===== config.mk =====
export PLATFORM = sky130hd
export DESIGN_NAME = val_change_logger_flat
export DESIGN_NICKNAME = d
export VERILOG_FILES = /design/src/rtl/val_change_logger_if.sv /design/src/rtl/val_change_logger.sv /design/src/flat_wrapper.sv
export SDC_FILE = /design/constraint.sdc
export NUM_CORES = 1
export LEC_CHECK = 0
export ABC_AREA = 1
export CAP_MARGIN = 25
export CORE_MARGIN = 4
export CORE_UTILIZATION = 43
export CTS_CLUSTER_DIAMETER = 40
export DETAILED_ROUTE_END_ITERATION = 12
export PLACE_DENSITY_LB_ADDON = 0.3
export REMOVE_ABC_BUFFERS = 1
export SLEW_MARGIN = 20
export SYNTH_ARGS = -nofsm -noshare
export SYNTH_HDL_FRONTEND = slang
export SYNTH_SLANG_ARGS = --single-unit
export TNS_END_PERCENT = 1

===== constraint.sdc =====
create_clock -name clk -period 1.9 [get_ports clk]
set_clock_uncertainty 0.05 [all_clocks]
set_input_delay 0.57 -clock clk [delete_from_list [all_inputs] [get_ports clk]]
set_output_delay 0.57 -clock clk [all_outputs]
set_load 0.05 [all_outputs]

===== src/rtl/val_change_logger_if.sv =====
// Bus bundle for val_change_logger: observed value input, record stream output, overflow flag.
// The master side is the surrounding environment and the slave side is the logger.
interface val_change_logger_if #(
  parameter int W    = 1,
  parameter int TS_W = 8
);
  logic [W-1:0]      in_val;
  logic              in_en;
  logic              out_valid;
  logic              out_ready;
  logic [TS_W+W-1:0] out_data;
  logic              ovf;

  modport master (
    output in_val, in_en, out_ready,
    input  out_valid, out_data, ovf
  );

  modport slave (
    input  in_val, in_en, out_ready,
    output out_valid, out_data, ovf
  );
endinterface


===== src/rtl/val_change_logger.sv =====
// Hardware $monitor: time-stamps changes on a value bus and queues {ts, val} records in a FIFO.
// Optional feature macro VAL_CHG_LOG_DROP_CNT_EN adds an 8-bit saturating drop_cnt output.
module val_change_logger #(
  parameter int W     = 1,
  parameter int DEPTH = 4,
  parameter int TS_W  = 8
) (
  input  logic                 clk,
  input  logic                 rst_n,
  val_change_logger_if.slave   bus
`ifdef VAL_CHG_LOG_DROP_CNT_EN
  ,
  output logic [7:0]           drop_cnt
`endif
);
  localparam int AW    = $clog2(DEPTH);
  localparam int REC_W = TS_W + W;

  typedef enum logic {UNPRIMED, PRIMED} state_t;

  state_t            state_reg, state_next;
  logic [W-1:0]      prev_reg, prev_next;
  logic [TS_W-1:0]   ts_reg;
  logic [AW:0]       wr_ptr_reg, rd_ptr_reg;
  logic [REC_W-1:0]  entry_reg [DEPTH];
  logic              ovf_reg;

  logic push_req, full, empty, pop, push_ok, drop;

  // Change detector: the first enabled sample after reset is always logged.
  always_comb begin
    state_next = state_reg;
    prev_next  = prev_reg;
    push_req   = 1'b0;
    if (bus.in_en) begin
      case (state_reg)
        UNPRIMED: begin
          push_req   = 1'b1;
          prev_next  = bus.in_val;
          state_next = PRIMED;
        end
        PRIMED: begin
          if (bus.in_val != prev_reg) begin
            push_req  = 1'b1;
            prev_next = bus.in_val;
          end
        end
        default: state_next = UNPRIMED;
      endcase
    end
  end

  always_ff @(posedge clk) begin
    if (!rst_n) begin
      state_reg <= UNPRIMED;
      prev_reg  <= '0;
    end else begin
      state_reg <= state_next;
      prev_reg  <= prev_next;
    end
  end

  always_ff @(posedge clk) begin
    if (!rst_n) ts_reg <= '0;
    else        ts_reg <= ts_reg + 1'b1;
  end

  assign empty   = (wr_ptr_reg == rd_ptr_reg);
  assign full    = ((wr_ptr_reg ^ rd_ptr_reg) == {1'b1, {AW{1'b0}}});
  assign pop     = !empty && bus.out_ready;
  // A pop frees the head slot at the same edge, so a full FIFO still accepts the push.
  assign push_ok = push_req && (!full || pop);
  assign drop    = push_req && full && !pop;

  always_ff @(posedge clk) begin
    if (!rst_n) begin
      wr_ptr_reg <= '0;
      rd_ptr_reg <= '0;
    end else begin
      if (push_ok) wr_ptr_reg <= wr_ptr_reg + 1'b1;
      if (pop)     rd_ptr_reg <= rd_ptr_reg + 1'b1;
    end
  end

  always_ff @(posedge clk) begin
    if (!rst_n) begin
      for (int i = 0; i < DEPTH; i++) entry_reg[i] <= '0;
    end else begin
      for (int i = 0; i < DEPTH; i++) begin
        if (push_ok && (wr_ptr_reg[AW-1:0] == AW'(i)))
          entry_reg[i] <= {ts_reg, bus.in_val};
      end
    end
  end

  always_ff @(posedge clk) begin
    if (!rst_n)    ovf_reg <= 1'b0;
    else if (drop) ovf_reg <= 1'b1;
  end

  assign bus.out_valid = !empty;
  assign bus.out_data  = entry_reg[rd_ptr_reg[AW-1:0]];
  assign bus.ovf       = ovf_reg;

`ifdef VAL_CHG_LOG_DROP_CNT_EN
  logic [7:0] drop_cnt_reg;

  always_ff @(posedge clk) begin
    if (!rst_n)
      drop_cnt_reg <= '0;
    else if (drop && (drop_cnt_reg != 8'hFF))
      drop_cnt_reg <= drop_cnt_reg + 8'd1;
  end

  assign drop_cnt = drop_cnt_reg;
`endif

endmodule


===== src/flat_wrapper.sv =====
// flat-port wrapper written by rule: the top's interface ports become plain ports
module val_change_logger_flat 
#(
  parameter int W     = 1,
  parameter int DEPTH = 4,
  parameter int TS_W  = 8
)
  (clk, rst_n, bus_in_val, bus_in_en, bus_out_ready, bus_out_valid, bus_out_data, bus_ovf);
  val_change_logger_if #(.W(W), .TS_W(TS_W)) bus_i ();
  input  logic clk;
  input  logic rst_n;
  input wire logic [$bits(bus_i.in_val)-1:0] bus_in_val;
  input wire logic [$bits(bus_i.in_en)-1:0] bus_in_en;
  input wire logic [$bits(bus_i.out_ready)-1:0] bus_out_ready;
  output wire logic [$bits(bus_i.out_valid)-1:0] bus_out_valid;
  output wire logic [$bits(bus_i.out_data)-1:0] bus_out_data;
  output wire logic [$bits(bus_i.ovf)-1:0] bus_ovf;
  assign bus_i.in_val = bus_in_val;
  assign bus_i.in_en = bus_in_en;
  assign bus_i.out_ready = bus_out_ready;
  assign bus_out_valid = bus_i.out_valid;
  assign bus_out_data = bus_i.out_data;
  assign bus_ovf = bus_i.ovf;
  val_change_logger #(.W(W), .DEPTH(DEPTH), .TS_W(TS_W)) u_core (.clk(clk), .rst_n(rst_n), .bus(bus_i));
endmodule

==> impl_metrics.py <==
metrics = {
    "setup_path": {
        "cp_cell_sequence": "inv_1, buf_12, nor2_1, o22ai_1, buf_4",
        "crit_type": "register to primary output",
        "cp.required_ns": 1.28,
        "cp_slowest_cell": "dfxtp_2",
        "end_kind": "primary output",
        "crit_family": "buffers and inverters",
        "r2r_start": "u_core.wr_ptr_reg[1]",
        "crit_path_max_incr_delay_ns": 0.34,
        "critPathArrivalTime_ns": 1.38,
        "cp_num_buf_inv": 3,
        "crit_path_start_kind": "register",
        "cp_max_fo": 18,
    },
    "min_path": {
        "hold_start": "u_core.bus.ovf",
        "hold_class": "register to register",
    },
    "grt": {
        "grt_pass1_wl_um": 8940,
        "grtUsageMet3": 0.0395,
        "top_usage_layer": "met2",
        "grt-ovfl-total": 0,
        "first_global_vias": 1906,
        "grtUsageMet1": 0.193,
        "grt_use_total": 0.163,
        "met2_usage": 0.265,
        "grt_start_max_net_pins": 19,
        "grt_antenna_before_repair": 0,
    },
    "clock_tree": {
        "clk_latency_ns": 0.31,
        "root_buffer": "clkbuf_8",
        "clock_sinks": 55,
        "path_clk_slew_ns": 0.09,
        "cts_buffers": 5,
        "cts_tree": "built",
        "htree_levels": 2,
        "cts.path.max_buffers": 2,
    },
    "drt": {
        "vias_per_cell": 5.03,
        "drtAntennaViolNets": 0,
        "post_drt_wl_per_cell_um": 14.1,
        "vias": 1851,
        "drt-total-wl_um": 5180,
        "drt_iter0_drc": 103,
        "drc_errors": 0,
        "dr.pass1.iters": 4,
    },
    "layout": {
        "final_layout_size_suffix_gt1_frac": 0.267,
        "fin_nets": 306,
        "diodes": 0,
        "area_growth_pct": 25.7,
        "largest_reg_flops": 36,
    },
    "floorplan": {
        "rows": 27,
        "die_w_um": 84.1,
        "coreArea_um2": 5570,
        "die-area_um2": 7070,
        "initial_core_util": 0.446,
        "ios": 16,
        "dieHeight_um": 84.1,
    },
    "yosys": {
        "synthCells": 257,
        "syn-mean-instance-area_um2": 9.68,
        "ys.warnings.count": 0,
        "ys_seq_area_frac": 0.588,
        "ys_types": 27,
        "yosys.area.top_type": "edfxtp_1",
        "ys_top_cells_by_area": "edfxtp_1, dfxtp_1, nor2_1",
        "synth_top_cell_area_share": 0.435,
        "ys_seq_elements": 55,
        "netlist_area_um2": 2490,
    },
    "pwr": {
        "p_leak_nw": 1.22,
        "p_seq_frac": 0.475,
        "switchingPower_mw": 0.978,
        "clockPowerShare": 0.217,
        "peakVddDrop_mv": 0.427,
        "p_comb_frac": 0.307,
        "power_density_nw_per_um2": 938,
        "intPower_mw": 1.96,
        "switching_share": 0.333,
    },
    "sta": {
        "setup_violations": 10,
        "fin_crit_sh": 1.05,
        "rsz0062_at_grt": "true",
        "hold_viol": 0,
        "period_minus_slack_ns": 2.00,
        "max_slew_margin": 0.798,
        "slew_violations": 0,
        "fmax_ghz": 0.501,
        "worstMarginPinSlew_ns": 0.300,
        "setup_ws_ns": -0.0964,
        "finalSetupTns_ns": -0.628,
    },
    "placement": {
        "place_ws_ns": -0.180,
        "dpl.hpwl_um": 3680,
        "gp_congestion": 0.854,
        "port_buffers": 15,
    },
    "run_status": {
        "violations": "negative setup slack",
        "status": "finished, violations left",
    },
    "run": {
        "drv_cap": 0,
    },
}
per-layer routing:
metal  vias up  routed length, um
met5         -                  0
met4         0                280
met3        21                254
met2        46               2460
met1       846               2180
li1        938                  -
Yosys cell counts, drive strengths merged:
library cell,number
nand3,12
clkinv,1
nor2,72
nor4,1
edfxtp,36
a21oi,10
dfxtp,19
xor2,2
o21ai,21
buf,6
nand3b,1
o22ai,9
ha,6
nand4,4
inv,22
nand2,31
nor3,3
clkbuf,1
power groups by stage:
stage | logic, mW | clock network (mW) | registers [mW]
floorplan | 0.483 | 0 | 1.41
global placement | 0.779 | 0 | 1.41
detailed placement | 0.789 | 0 | 1.41
CTS | 0.836 | 0.650 | 1.39
global route | 0.969 | 0.715 | 1.40
finish | 0.902 | 0.637 | 1.39
cell type report:
cell class	instances	area [um2]
clock buffers	5	68.8
clock inverters	3	18.8
fillers	500	2450
inverters	23	86.3
multi-input cells	172	956
flip-flops and latches	55	1480
well taps	72	90.1
repair buffers	38	429
repair_timing:
action                                  4_1_cts  5_1_grt
hold buffers                                  0        0
pin swaps                                     5        9
cloned                                        0        0
resized for setup                            20       23
endpoints found under the setup margin       10       10
setup buffers                                 4        1
metrics by stage:
stage                     utilization  instances  power, mW  hold WS, ns  cell area (um2)
final                           0.561        368       2.93        0.422             3130
after global placement          0.518        355       2.19        0.394             2890
after floorplan                     -        250       1.89        0.380             2440
after detailed placement        0.518        355       2.20        0.402             2890
after CTS                       0.545        367       2.88        0.426             3040
after global routing            0.561        368       3.09        0.446             3130
worst register-to-register path, stage by stage, from the launching register on:
cell and delay, ns:
dfxtp_4 0.38, inv_2 0.05, nand2_1 0.05, nand2_1 0.08
nor2_4 0.17, nand2_4 0.11, buf_4 0.17, nand4_4 0.11
nor2_1 0.06
layout by cell type, fill, tap and decap left out, types with 2 or more instances in the layout:
| cell type | count |
|---|---|
| a21oi_1 | 10 |
| nor2_4 | 2 |
| edfxtp_1 | 36 |
| o22ai_2 | 6 |
| clkbuf_8 | 5 |
| nand2_2 | 3 |
| clkdlybuf4s50_1 | 4 |
| ha_1 | 6 |
| dfxtp_2 | 3 |
| nand4_2 | 2 |
| dfxtp_4 | 3 |
| clkinv_2 | 2 |
| nand3_1 | 11 |
| buf_12 | 8 |
| o21ai_1 | 3 |
| buf_4 | 18 |
| inv_2 | 4 |
| nand2_1 | 26 |
| o22ai_1 | 3 |
| o21ai_0 | 13 |
| nor3_1 | 3 |
| o21ai_2 | 5 |
| nor2_1 | 66 |
| dfxtp_1 | 13 |
| nand4_4 | 2 |
| xor2_1 | 2 |
| nand2_4 | 2 |
| buf_6 | 7 |
| inv_1 | 18 |
| nor2_2 | 4 |
logic make-up (layout without fill, tap and decap cells):
| kind of cell | after synthesis | count (layout) | synth area share |
|---|---|---|---|
| AOI/OAI and AO/OA | 40 | 40 | 0.0850 |
| xor gates and xnor gates | 2 | 2 | 0.00704 |
| adders and majority gates | 6 | 6 | 0.0302 |
| buffers and inverters | 30 | 69 | 0.0548 |
| DFF | 55 | 55 | 0.588 |
| and+or+nand+nor | 124 | 124 | 0.235 |
final timing paths:
kind / cells after the start / slack (ns) / to
setup / recovery: 5 / -0.1 / bus_out_data[2]
hold / removal: 2 / 0.42 / u_core.bus.ovf
setup reg to reg: 8 / 0.42 / u_core.entry_reg[2][6]
hold reg to reg: 2 / 0.42 / u_core.bus.ovf
Power figures use the tool's default switching activity.
